==> src/rtl/led_frame_loader_pkg.sv <==
// Shared types and geometry for the LED frame loader and its bank RAM.
package led_pkg;

    localparam int unsigned LED_ROWS  = 9;
    localparam int unsigned LED_COLS  = 8;
    localparam int unsigned LED_ROW_W = 4;

    typedef logic [LED_COLS-1:0] led_row_t;

    typedef enum logic [1:0] {
        IDLE,
        LOAD,
        PENDING
    } loader_state_t;

endpackage

==> src/rtl/led_frame_loader_if.sv <==
// Byte-stream valid/ready handshake feeding the LED frame loader.
interface led_frame_loader_if;

    logic [7:0] in_data;
    logic       in_valid;
    logic       in_ready;

    modport master (output in_data, output in_valid, input in_ready);
    modport slave  (input in_data, input in_valid, output in_ready);

endinterface

==> src/rtl/led_frame_loader_bank_ram.sv <==
// Double-buffered row storage: writes go to the back bank, the registered
// read port serves the active bank selected by bank_sel.
module led_bank_ram
    import led_pkg::*;
#(
    parameter int unsigned ROWS = LED_ROWS,
    parameter int unsigned COLS = LED_COLS
) (
    input  logic                 sys_clk,
    input  logic                 rst_n,
    input  logic                 bank_sel,
    input  logic                 wr_en,
    input  logic [LED_ROW_W-1:0] wr_addr,
    input  logic [COLS-1:0]      wr_data,
    input  logic [LED_ROW_W-1:0] rd_addr,
    output logic [COLS-1:0]      rd_data
);

    localparam logic [LED_ROW_W-1:0] LAST_ROW = LED_ROW_W'(ROWS - 1);

    logic [COLS-1:0] bank [2][ROWS];

    always_ff @(posedge sys_clk or negedge rst_n) begin
        if (!rst_n) begin
            for (int unsigned b = 0; b < 2; b++) begin
                for (int unsigned r = 0; r < ROWS; r++) begin
                    bank[b][r] <= '0;
                end
            end
            rd_data <= '0;
        end else begin
            if (wr_en && (wr_addr <= LAST_ROW)) begin
                bank[~bank_sel][wr_addr] <= wr_data;
            end
            rd_data <= (rd_addr <= LAST_ROW) ? bank[bank_sel][rd_addr] : '0;
        end
    end

endmodule

==> src/rtl/led_frame_loader.sv <==
// Frame parser (sync byte + ROWS row bytes) with bank swap on frame_start.
// Optional idle-gap abandon of partial frames: LED_FRAME_LOADER_TIMEOUT_EN.
module led_frame_loader
    import led_pkg::*;
#(
    parameter int unsigned ROWS        = LED_ROWS,
    parameter int unsigned COLS        = LED_COLS,
    parameter logic [7:0]  SYNC_BYTE   = 8'hA5,
    parameter int unsigned TIMEOUT_CYC = 270000
) (
    input  logic                 sys_clk,
    input  logic                 rst_n,
    led_frame_loader_if.slave    in_bus,
    input  logic                 frame_start,
    input  logic [LED_ROW_W-1:0] rd_row,
    output logic [COLS-1:0]      rd_data,
    output logic                 frame_done,
    output logic                 sync_err,
    output logic                 timeout
);

    localparam logic [LED_ROW_W-1:0] LAST_ROW = LED_ROW_W'(ROWS - 1);

    if (ROWS < 1 || ROWS > (1 << LED_ROW_W) || COLS != 8 || TIMEOUT_CYC < 2) begin : g_bad_cfg
        $error("led_frame_loader: unsupported ROWS/COLS/TIMEOUT_CYC");
    end

    loader_state_t        state;
    logic [LED_ROW_W-1:0] row_cnt;
    logic                 bank_sel;
    logic                 in_ready_q;
    logic                 accept;
    logic                 wr_en;

    assign in_bus.in_ready = in_ready_q;
    assign accept          = in_bus.in_valid && in_ready_q;
    assign wr_en           = (state == LOAD) && accept;

`ifdef LED_FRAME_LOADER_TIMEOUT_EN
    localparam int unsigned GAP_W = $clog2(TIMEOUT_CYC);
    logic [GAP_W-1:0] gap_cnt;
`else
    assign timeout = 1'b0;
`endif

    always_ff @(posedge sys_clk or negedge rst_n) begin
        if (!rst_n) begin
            state      <= IDLE;
            row_cnt    <= '0;
            bank_sel   <= 1'b0;
            in_ready_q <= 1'b1;
            frame_done <= 1'b0;
            sync_err   <= 1'b0;
`ifdef LED_FRAME_LOADER_TIMEOUT_EN
            timeout    <= 1'b0;
            gap_cnt    <= '0;
`endif
        end else begin
            frame_done <= 1'b0;
            sync_err   <= 1'b0;
`ifdef LED_FRAME_LOADER_TIMEOUT_EN
            timeout    <= 1'b0;
`endif
            case (state)
                IDLE: begin
                    if (accept) begin
                        if (in_bus.in_data == SYNC_BYTE) begin
                            state   <= LOAD;
                            row_cnt <= '0;
`ifdef LED_FRAME_LOADER_TIMEOUT_EN
                            gap_cnt <= '0;
`endif
                        end else begin
                            sync_err <= 1'b1;
                        end
                    end
                end
                LOAD: begin
                    if (accept) begin
                        // Every payload byte is row data, SYNC_BYTE included.
                        if (row_cnt == LAST_ROW) begin
                            state      <= PENDING;
                            in_ready_q <= 1'b0;
                        end else begin
                            row_cnt <= row_cnt + 1'b1;
                        end
`ifdef LED_FRAME_LOADER_TIMEOUT_EN
                        gap_cnt <= '0;
                    end else if (gap_cnt == GAP_W'(TIMEOUT_CYC - 1)) begin
                        state   <= IDLE;
                        timeout <= 1'b1;
                    end else begin
                        gap_cnt <= gap_cnt + 1'b1;
`endif
                    end
                end
                PENDING: begin
                    if (frame_start) begin
                        bank_sel   <= ~bank_sel;
                        frame_done <= 1'b1;
                        state      <= IDLE;
                        in_ready_q <= 1'b1;
                    end
                end
                default: begin
                    state      <= IDLE;
                    in_ready_q <= 1'b1;
                end
            endcase
        end
    end

    led_bank_ram #(
        .ROWS (ROWS),
        .COLS (COLS)
    ) u_bank_ram (
        .sys_clk  (sys_clk),
        .rst_n    (rst_n),
        .bank_sel (bank_sel),
        .wr_en    (wr_en),
        .wr_addr  (row_cnt),
        .wr_data  (in_bus.in_data),
        .rd_addr  (rd_row),
        .rd_data  (rd_data)
    );

endmodule
==> src/flat_wrapper.sv <==
// flat-port wrapper written by rule: the top's interface ports become plain ports
module led_frame_loader_flat import led_pkg::*;
#(
    parameter int unsigned ROWS        = LED_ROWS,
    parameter int unsigned COLS        = LED_COLS,
    parameter logic [7:0]  SYNC_BYTE   = 8'hA5,
    parameter int unsigned TIMEOUT_CYC = 270000
)
  (sys_clk, rst_n, frame_start, rd_row, rd_data, frame_done, sync_err, timeout, in_bus_in_data, in_bus_in_valid, in_bus_in_ready);
  led_frame_loader_if in_bus_i ();
  input  logic sys_clk;
  input  logic rst_n;
  input  logic frame_start;
  input  logic [LED_ROW_W-1:0] rd_row;
  output logic [COLS-1:0] rd_data;
  output logic frame_done;
  output logic sync_err;
  output logic timeout;
  input wire logic [$bits(in_bus_i.in_data)-1:0] in_bus_in_data;
  input wire logic [$bits(in_bus_i.in_valid)-1:0] in_bus_in_valid;
  output wire logic [$bits(in_bus_i.in_ready)-1:0] in_bus_in_ready;
  assign in_bus_i.in_data = in_bus_in_data;
  assign in_bus_i.in_valid = in_bus_in_valid;
  assign in_bus_in_ready = in_bus_i.in_ready;
  led_frame_loader #(.ROWS(ROWS), .COLS(COLS), .SYNC_BYTE(SYNC_BYTE), .TIMEOUT_CYC(TIMEOUT_CYC)) u_core (.sys_clk(sys_clk), .rst_n(rst_n), .in_bus(in_bus_i), .frame_start(frame_start), .rd_row(rd_row), .rd_data(rd_data), .frame_done(frame_done), .sync_err(sync_err), .timeout(timeout));
endmodule
==> config.mk <==
export PLATFORM = sky130hd
export DESIGN_NAME = led_frame_loader_flat
export DESIGN_NICKNAME = d
export VERILOG_FILES = /design/src/rtl/led_frame_loader_pkg.sv /design/src/rtl/led_frame_loader_if.sv /design/src/rtl/led_frame_loader_bank_ram.sv /design/src/rtl/led_frame_loader.sv /design/src/flat_wrapper.sv
export SDC_FILE = /design/constraint.sdc
export NUM_CORES = 1
export LEC_CHECK = 0
export BUFFER_PORTS_ARGS = -buffer_cell sky130_fd_sc_hd__clkbuf_2
export CAP_MARGIN = 20
export CORE_MARGIN = 2
export CORE_UTILIZATION = 30
export CTS_BUF_LIST = sky130_fd_sc_hd__clkbuf_4 sky130_fd_sc_hd__clkbuf_8 sky130_fd_sc_hd__clkbuf_16
export DETAILED_ROUTE_END_ITERATION = 6
export SYNTH_ARGS = -nofsm -noshare
export SYNTH_HDL_FRONTEND = slang
export SYNTH_SLANG_ARGS = --single-unit
==> constraint.sdc <==
create_clock -name sys_clk -period 2.5 [get_ports sys_clk]
set_input_delay 0.5 -clock sys_clk [delete_from_list [all_inputs] [get_ports sys_clk]]
set_output_delay 0.5 -clock sys_clk [all_outputs]
set_load 0.03 [all_outputs]
Word-level counts from Yosys, hierarchy flattened
Cells that the tools add are included.
{"block": "classes", "n_eq_ne": 10, "reduce_logical": 11, "n_bitwise": 6, "add_sub_neg": 1, "magnitude_cmp": 8, "mux": 32}
{"op": "two-way mux 72 bit", "count": 4}
{"op": "bitwise mux 144 bit", "count": 1}
{"op": "demux 72 bit (select 1 bit)", "count": 1}
{"op": "binary-select mux 8 bit (select 4 bit)", "count": 1}
{"op": "demux 8 bit (select 4 bit)", "count": 1}
{"op": "two-way mux 8 bit", "count": 4}
{"op": "two-way mux 4 bit", "count": 4}
{"op": "greater-or-equal comparator 5 bit, second input constant", "count": 2}
{"op": "two-way mux 2 bit", "count": 5}
{"op": "NOT 4 -> 5 bit", "count": 2}
{"op": "AND reduction 5 bit", "count": 2}
{"op": "equality test 8 bit, second input constant", "count": 1}
{"op": "<= comparator 4 bit, second input constant", "count": 2}
{"op": "two-way mux 1 bit", "count": 8}
{"op": "one-hot mux 4 bit (2 select lines)", "count": 1}
{"op": "inequality test 2 x 1 -> 1 bit, second input constant", "count": 3}
{"op": "inequality test 2 bit, second input constant", "count": 3}
{"op": "one-hot mux 2 bit (3 select lines)", "count": 1}
{"op": "logical AND 1 bit", "count": 5}
{"op": "< comparator 5 x 1 -> 1 bit, second input constant", "count": 1}
{"op": "adder 4 x 1 -> 4 bit, second input constant", "count": 1}
{"op": "equality test 4 bit, second input constant", "count": 1}
{"op": "greater-or-equal comparator 2 bit, second input constant", "count": 2}
{"op": "NOT 1 -> 2 bit", "count": 2}
{"op": "other kinds (9)", "count": 10}
{"block": "word_totals", "word_cells": 93, "register_bits": 162, "out_inout_bits": 12}

Depth between registers and ports, before layout
Gate-level depths: netlist (run 1).
{"block": "depth", "word_depth": 8, "depth_mapped": 6}

By module
Synthesis (run 1) repeated with hierarchy kept, for this count alone.
{"block": "hier_totals", "hier_cells": 486, "hier_area_um2": 7399.6}
{"mod": "led_bank_ram", "instances": 1, "area_per_inst_um2": 6849.1, "seq_area_each_um2": 3803.6, "cells_each": 436}
{"mod": "led_frame_loader", "instances": 1, "area_per_inst_um2": 550.5, "seq_area_each_um2": 251.5, "cells_each": 50}

Least setup slack after synthesis (run 1)
No wires, ideal clock.
{"block": "synth_path", "path_type": "flip-flop to flip-flop", "start": "register u_core.in_ready_q (netlist: u_core.in_bus.in_ready)", "end": "register u_core.u_bank_ram.bank[32] (netlist name)", "stages_incl_launch_ff": 6, "required_time_ps": 2375, "arrival_time_ps": 1808, "setup_slack_ps": 567, "setup_time_ps": 125, "synth_period_minus_slack_ps": 1933, "cell_sequence": "dfstp_2 -> nand4b_4 -> or3_4 -> buf_12 -> nor2_8 -> mux2_4"}
{"block": "synth_between", "elab_chain_len": 3}
{"element": "from (decl)", "line": "led_frame_loader.sv:31", "rtl": "logic in_ready_q;"}
{"element": "from (signal assigned)", "line": "led_frame_loader.sv:51", "rtl": "in_ready_q <= 1'b1;"}
{"element": "from (signal assigned)", "line": "led_frame_loader.sv:83", "rtl": "in_ready_q <= 1'b0;"}
{"element": "from (signal assigned)", "line": "led_frame_loader.sv:102", "rtl": "in_ready_q <= 1'b1;"}
{"element": "logical AND 1 bit", "line": "led_frame_loader.sv:36", "rtl": "assign accept = in_bus.in_valid && in_ready_q;"}
{"element": "logical AND 1 bit", "line": "led_frame_loader.sv:37", "rtl": "assign wr_en = (state == LOAD) && accept;"}
{"element": "logical AND 1 bit", "line": "led_frame_loader_bank_ram.sv:32", "rtl": "if (wr_en && (wr_addr <= LAST_ROW)) begin"}
{"element": "to (signal, indexed assignment)", "line": "led_frame_loader_bank_ram.sv:33", "rtl": "bank[~bank_sel][wr_addr] <= wr_data;"}
{"element": "to (decl)", "line": "led_frame_loader_bank_ram.sv:21", "rtl": "logic [COLS-1:0] bank [2][ROWS];"}
No other way between the ends.
A chain may end at the register's enable or synchronous reset.

Worst setup path in the final report (run 1)
{"block": "layout_path", "start": "register u_core.row_cnt[0]", "end": "register u_core.u_bank_ram.bank[2] (netlist name)"}
{"block": "layout_between", "elab_chain_len": 8, "word_cells_on_any_way": 11, "cone_classes": "order compare (3); mux (5); bitwise (1); reduce/logical (2)"}
{"element": "from (decl)", "line": "led_frame_loader.sv:29", "rtl": "logic [LED_ROW_W-1:0] row_cnt;"}
{"element": "from (signal assigned)", "line": "led_frame_loader.sv:85", "rtl": "row_cnt <= row_cnt + 1'b1;"}
{"element": "NOT 4 -> 5 bit", "line": "led_frame_loader_bank_ram.sv:33"}
{"element": "greater-or-equal comparator 5 bit (not written as such) or < comparator 5 x 1 -> 1 bit (tied branches)", "line": "led_frame_loader_bank_ram.sv:33"}
{"element": "logical AND 1 bit (not written as such)", "line": "led_frame_loader_bank_ram.sv:33"}
{"element": "two-way mux 8 bit (not written as such)", "line": "led_frame_loader_bank_ram.sv:33"}
{"element": "demux 8 bit (select 4 bit)", "line": "led_frame_loader_bank_ram.sv:33"}
{"element": "two-way mux 72 bit (not written as such)", "line": "led_frame_loader_bank_ram.sv:33"}
{"element": "demux 72 bit (select 1 bit)", "line": "led_frame_loader_bank_ram.sv:33"}
{"element": "bitwise mux 144 bit", "line": "led_frame_loader_bank_ram.sv:33"}
Several ways; a longest one is shown, not always the timed one.

==> impl_metrics.ini, run 1 <==
[power]
power.leakage_nw = 4.39
peakVddDrop_mv = 0.403
power-per-cell-area_nw_per_um2 = 625

[setup_path]
max_fanout_on_critical_path = 8
element_type_at_the_critical_path_end = flip-flop
critical_path_required_ns = 2.81
criticalPathCategory = flip-flop to flip-flop
timing.critical_path.arrival_ns = 2.43
worst_setup_path_start_kind = flip-flop

[finish]
final_cells = 867
antenna_cells_inserted = 0
area_delta_synth_final_pct = 15.8
filler_cell_count = 2375
finalNetCount = 544
fraction_of_final_layout_cells_with_drive_strength_greater_than_1_pct = 50.5

[placement]
dp_hpwl_mm = 11.7
buffer_ports.inserted = 26
dp_cells = 835
routability_congestion = 0.748

[yosys]
warnings_synthesis = 0
synth-async-reset-ratio_pct = 100
netlist.top_cell.by_area = dfrtp_1
postSynth.topFlopCell = dfrtp_1
syn_area_um2 = 7610
synth_unique_cells = 52
post_synth_edffs = 0
postSynthAreaPerCell_um2 = 15.6
yosysTopAreaCellShare_pct = 52.9
synthesis.instances = 487
yosys-top-cells-count = dfrtp_1, mux2_2, mux2i_1
yosys_register_bits = 162
ys_seq_area_share_pct = 53.3
synthTopCellsByArea = dfrtp_1, mux2_2, mux4_2
synth_most_common_cell = dfrtp_1
synth_nets = 507

[timing]
max_freq_mhz = 472
finalCritPeriodShare_pct = 84.7
grt_setup_unrepaired = false
max_slew_margin_pct = 58.4
clock-skew-final_ns = 0.0111
min_period_ns = 2.12
slew_viol_final = 0
finalSetupViolCount = 0
tightest_slew_ns = 0.624
hold_viol_final = 0
tns_ns = 0

[clocking]
clock_path_buffers = 2
cts.root.buffer_cell = clkbuf_16
cts-resized-gates = 0
cts_hold_buffers = 0
clkSlewWorstSetupHoldPaths_ns = 0.06
total_clock_buffers_created_by_cts = 17
cts_sinks = 162
tritoncts_clock_tree = done
cts-htree-levels = 4
clkLatencyLatePin_ns = 0.43
post-cts-setup-buffers = 0

[floorplan]
die_y_um = 163
initial_core_util_pct = 30.4
top_level_ports = 28
core.rowCount = 58
coreArea_um2 = 25000
die_width_um = 163
dieArea_um2 = 26700

[detailed_routing]
detail_route.wirelength_mm = 16.8
avgRoutedWirePerCell_um = 19.4
firstDrtPassIters = 4
detailedRoute.firstIterationViolations = 265
avgViaCountPerCell = 4.86
drc_errors = 0
num_vias = 4211
post_route_ant_nets = 0

[grt]
globalRouteTotalUtil_pct = 13.7
grt_max_degree = 67
layer_with_the_highest_usage_after_global_routing = met2
antenna_found_initial = 0
grt_util_met3_pct = 3.22
grtUsageMet1_pct = 17.8
grt_overflow_total = 0
use_met2_pct = 22.8
first_pass_grt_wire_length_mm = 27.3
first_global_vias = 4735

[run]
maxCapViolCount = 0

[worst_hold_path]
hold_path_class = input port to asynchronous set/reset pin

[status]
run_status = finished clean
==> cell type report <==
type / count / area [um2] / area share [%]
flip-flops and latches: 162 / 4060 / 46.0
multi-input cells: 293 / 3390 / 38.4
clock buffers: 20 / 460 / 5.22
well taps: 330 / 413 / 4.68
repair buffers: 45 / 329 / 3.73
clock inverters: 12 / 156 / 1.77
inverters: 5 / 18.8 / 0.213
==> state kept, by name, indices dropped and copies added, names as in the netlist <==
signal	flops
u_core.u_bank_ram.rd_data	8
u_core.state	2
u_core.frame_done	1
u_core.u_bank_ram.bank	144
u_core.row_cnt	4
u_core.sync_err	1
u_core.bank_sel	1
u_core.in_bus.in_ready	1
==> per-stage QoR <==
stage	utilization (%)	area (um2)	power, mW	hold slack [ns]	setup slack [ns]
finish	35.2	8820	5.51	0.0625	0.383
global route	35.2	8820	5.71	0.109	0.274
CTS	35.2	8820	5.56	0.0903	0.378
detailed placement	32.8	8200	2.87	0.490	0.367
global placement	32.8	8200	2.86	0.484	0.415
floorplan	-	7610	2.73	0.204	0.567
==> power breakdown <==
group / internal [mW] / total (mW) / switching [mW]
combinational: 0.0481 / 0.188 / 0.140
sequential: 2.62 / 2.62 / 0.000783
clock: 1.64 / 2.70 / 1.06
==> critical path, cell delays in order (launching register included) <==
cell     delay [ns]
dfrtp_1        0.43
inv_1          0.12
ha_1           0.28
or2b_1         0.42
nor2_4         0.36
mux2_2         0.38
==> path summary, 6_finish.rpt <==
| check | slack, ns | end | depth (start not counted) | startpoint |
|---|---|---|---|---|
| worst min register to register | 0.50 | u_core.u_bank_ram.bank[128]$_DFFE_PN0P_ | 1 | u_core.u_bank_ram.bank[128]$_DFFE_PN0P_ |
| worst max-delay path | 0.38 | u_core.u_bank_ram.bank[2]$_DFFE_PN0P_ | 5 | u_core.row_cnt[0]$_DFFE_PN0P_ |
| min in group sys_clk | 0.36 | u_core.in_bus.in_ready$_DFFE_PN1P_ | 2 | frame_start |
| max in group asynchronous | 1.71 | u_core.u_bank_ram.bank[73]$_DFFE_PN0P_ | 2 | rst_n |
| worst max register to register | 0.38 | u_core.u_bank_ram.bank[2]$_DFFE_PN0P_ | 5 | u_core.row_cnt[0]$_DFFE_PN0P_ |
| worst min-delay path | 0.06 | u_core.u_bank_ram.bank[141]$_DFFE_PN0P_ | 1 | rst_n |
==> logic make-up (layout without fill, tap and decap cells) <==
group | Yosys count | count (layout) | share of synthesized area [%]
AO/OA/AOI/OAI | 31 | 31 | 2.91
XOR/XNOR | 1 | 1 | 0.115
adder cells (fa/ha/maj) | 4 | 4 | 0.657
buffers and inverters | 32 | 82 | 2.27
flip-flops | 162 | 162 | 53.3
multiplexers | 201 | 201 | 33.6
other | 1 | 1 | 0.0492
AND/OR/NAND/NOR | 55 | 55 | 7.11
==> cells in the final DEF (no fill, tap or decap), types with 8 or more instances in the layout <==
cell	n
dfrtp_1	160
mux2_2	137
mux2i_1	29
mux4_2	27
clkbuf_2	25
clkbuf_16	17
buf_4	15
nor2_8	12
o21ai_0	11
mux2_4	8
==> routing by layer <==
| metal | up-vias | wire length [um] |
|---|---|---|
| li1 | 1892 | - |
| met1 | 2245 | 7670 |
| met2 | 59 | 8330 |
| met3 | 15 | 601 |
| met4 | 0 | 195 |
| met5 | - | 0 |
No activity file was read; power rests on OpenSTA's default activity.
==> run 2: changes to the inputs <==
--- a/config.mk
+++ b/config.mk
@@ -5,6 +5,7 @@
 export SDC_FILE = /design/constraint.sdc
 export NUM_CORES = 1
 export LEC_CHECK = 0
+export ABC_AREA = 1
 export BUFFER_PORTS_ARGS = -buffer_cell sky130_fd_sc_hd__clkbuf_2
 export CAP_MARGIN = 20
 export CORE_MARGIN = 2
==> constraint.sdc (replaced) <==
create_clock -name sys_clk -period 1.9 [get_ports sys_clk]
set_input_delay 0.38 -clock sys_clk [delete_from_list [all_inputs] [get_ports sys_clk]]
set_output_delay 0.38 -clock sys_clk [all_outputs]
set_load 0.03 [all_outputs]
==> run 2 against run 1 <==
  * Clock-buffer cell count grew 4
  * Area after synthesis grew 3.6%
  * Worst setup slack lost 0.26 ns
  * Global-route usage grew 1.8 points
  * Clock power grew 30%
  * Routed wire length grew 21%
  * Flip-flop and latch count is the same
  * Power grew 36%
  * Die area grew 3.5%
  * Core utilization grew 0.70 points
  * Critical endpoint is now u_core.u_bank_ram.bank[112]$_DFFE_PN0P_
==> impl_metrics.ini, run 2 <==
[yosys]
postSynth.topFlopCell = dfrtp_1
postSynthAreaPerCell_um2 = 7.67
synth_most_common_cell = nand2_1
synth_unique_cells = 28
netlist.top_cell.by_area = dfrtp_1
synth_nets = 1049
yosysTopAreaCellShare_pct = 51.1
yosys-top-cells-count = nand2_1, dfrtp_1, o21ai_0
post_synth_edffs = 0
syn_area_um2 = 7890
synthTopCellsByArea = dfrtp_1, nand2_1, o21ai_0
warnings_synthesis = 0
synthesis.instances = 1029
synth-async-reset-ratio_pct = 100
yosys_register_bits = 162
ys_seq_area_share_pct = 51.4

[floorplan]
top_level_ports = 28
coreArea_um2 = 25900
die_y_um = 166
die_width_um = 166
core.rowCount = 59
initial_core_util_pct = 30.4
dieArea_um2 = 27600

[finish]
final_cells = 1412
antenna_cells_inserted = 0
filler_cell_count = 2662
area_delta_synth_final_pct = 18.0
final_cell_mix = nand2_1, dfrtp_1, o21ai_0, inv_1, nand3_1
top_regs = u_core.u_bank_ram.bank (144), u_core.u_bank_ram.rd_data (8), u_core.row_cnt (4)
final_common_cell = nand2_1
largest_reg_flops = 144
finalNetCount = 1084
register_ranked_first_by_flip_flop_count = u_core.u_bank_ram.bank
fraction_of_final_layout_cells_with_drive_strength_greater_than_1_pct = 11.8

[grt]
first_pass_grt_wire_length_mm = 34.2
globalRouteTotalUtil_pct = 15.5
grt_overflow_total = 0
grt_max_degree = 58
first_global_vias = 6501
antenna_found_initial = 0

[placement]
dp_hpwl_mm = 13.4
preCtsSetupSlack_ns = -0.0571
dp_cells = 1368
buffer_ports.inserted = 26
routability_congestion = 0.789

[setup_path]
r2r_end = u_core.u_bank_ram.bank[112]$_DFFE_PN0P_
max_fanout_on_critical_path = 6
criticalPathCategory = flip-flop to flip-flop
element_type_at_the_critical_path_end = flip-flop
critical_path.n_buffers_inverters = 3
worst_setup_path_start_kind = flip-flop
timing.critical_path.arrival_ns = 2.11
worstRegToRegCells = 11
timing.critical_path.slowest_cell_delay_ns = 0.39
crit_path_cell_trace = inv_2 > ha_4 > nand3_2 > nand2_1 > nand2_2 > nor2_4 > inv_4 > nor2_4 > buf_4 > nand2_1 > o21ai_0
critPathTopFamily = simple AND/OR/NAND/NOR gates
critical_path.reg2reg.startpoint = u_core.row_cnt[0]$_DFFE_PN0P_
crit_path_start = u_core.row_cnt[0]$_DFFE_PN0P_
critical_path_required_ns = 2.24
critical_path.slowest_cell = dfrtp_1
slack_of_the_worst_reg_to_reg_path_ns = 0.12

[timing]
clock-skew-final_ns = 0.00916
hold_viol_final = 0
finalCritPeriodShare_pct = 93.5
min_period_ns = 1.78
setup_ws_ns = 0.124
max_freq_mhz = 563
finalSetupViolCount = 0
slew_viol_final = 0
grt_setup_unrepaired = true

[detailed_routing]
post_route_ant_nets = 0
num_vias = 6523
avgViaCountPerCell = 4.62
drc_errors = 0
detailedRoute.firstIterationViolations = 501
firstDrtPassIters = 5
avgRoutedWirePerCell_um = 14.4
detail_route.wirelength_mm = 20.3

[worst_hold_path]
min_delay_worst_endpoint = u_core.frame_done$_DFF_PN0_
hold_depth = 3
hold_start = frame_start
hold_path_class = input port to flip-flop

[power]
power-per-cell-area_nw_per_um2 = 808
power.leakage_nw = 4.56
peakVddDrop_mv = 0.737

[clocking]
cts.root.buffer_cell = clkbuf_16
clkLatencyLatePin_ns = 0.43
cts_sinks = 162
clock_path_buffers = 2
tritoncts_clock_tree = done
total_clock_buffers_created_by_cts = 17
clkSlewWorstSetupHoldPaths_ns = 0.06
cts-htree-levels = 4

[run]
maxCapViolCount = 0

[status]
run_status = finished clean
==> run 2: cell types whose count changed after synthesis, sizes merged, moves of 13 or more <==
cell / previous run / this run
buf: 23 / 36
mux4: 27 / 0
nand3: 3 / 100
inv: 5 / 125
mux2: 145 / 0
clkbuf: 4 / 18
nand2: 6 / 408
o21ai: 11 / 147
mux2i: 29 / 0
==> run 2: worst min-delay path: cells and delay by family <==
family	cells	cell delay [ns]
buffers and inverters	2	0.16
and+or+nand+nor	1	0.07
==> run 2: worst max path at each step <==
stage                                         endpoint  slack, ns  depth (start not counted)
2_1_floorplan  u_core.u_bank_ram.bank[117]$_DFFE_PN0P_       0.18                          8
4_1_cts        u_core.u_bank_ram.bank[109]$_DFFE_PN0P_      0.002                          8
5_1_grt        u_core.u_bank_ram.bank[112]$_DFFE_PN0P_      -0.04                         11
3_3_place_gp    u_core.u_bank_ram.bank[57]$_DFFE_PN0P_     -0.009                          7
3_5_place_dp    u_core.u_bank_ram.bank[61]$_DFFE_PN0P_      -0.06                          9
6_report       u_core.u_bank_ram.bank[112]$_DFFE_PN0P_       0.12                         11
==> run 2: power by group <==
part	switching (mW)	total (mW)	internal [mW]
registers	0.0104	3.48	3.47
logic	0.383	0.525	0.142
clock network	1.39	3.51	2.12
==> run 2: layout make-up <==
class                           instances  area (um2)  area share, %
Inverter                              126         475           5.11
Multi-Input combinational cell        687        3080           33.1
Timing Repair Buffer                   70         677           7.27
Clock inverter                          8         100           1.08
Sequential cell                       162        4060           43.6
Clock buffer                           24         503           5.40
Tap cell                              335         419           4.50
==> run 2: kinds of logic after synthesis <==
family / count (synthesis) / share of synthesized area (%)
fa+ha+maj: 4 / 0.634
xor+xnor: 3 / 0.333
simple gates: 530 / 28.1
compound gates: 149 / 9.53
other cells: 1 / 0.0475
buf+inv: 180 / 9.98
flops: 162 / 51.4
==> run 2: through the flow <==
stage	power, mW	utilization (%)	cell area (um2)	TNS [ns]	hold slack (ns)
floorplan	3.80	-	7890	0	0.0844
global placement	4.08	32.8	8500	-0.0272	0.331
detailed placement	4.08	32.8	8500	-0.359	0.329
CTS	7.58	35.7	9240	0	0.224
global route	7.78	35.9	9310	-0.168	0.243
finish	7.52	35.9	9310	0	0.234
==> run 2: metal layers <==
| layer | vias to the layer above | GRT usage [%] | wire (um) |
|---|---|---|---|
| li1 | 3262 | - | - |
| met1 | 3099 | 20.5 | 9380 |
| met2 | 142 | 25.9 | 9700 |
| met3 | 20 | 2.76 | 959 |
| met4 | 0 | 4.61 | 293 |
| met5 | - | 0 | 0 |
==> run 2: what timing repair did <==
| action | 4_1_cts | 5_1_grt |
|---|---|---|
| endpoints found under the setup margin | 52 | 123 |
| hold buffers | 1 | 0 |
| pin swaps | 6 | 3 |
| cloned | 0 | 0 |
| endpoints found under the hold margin | 36 | 0 |
| resized for setup | 1 | 14 |
| buffers inserted | 9 | 2 |
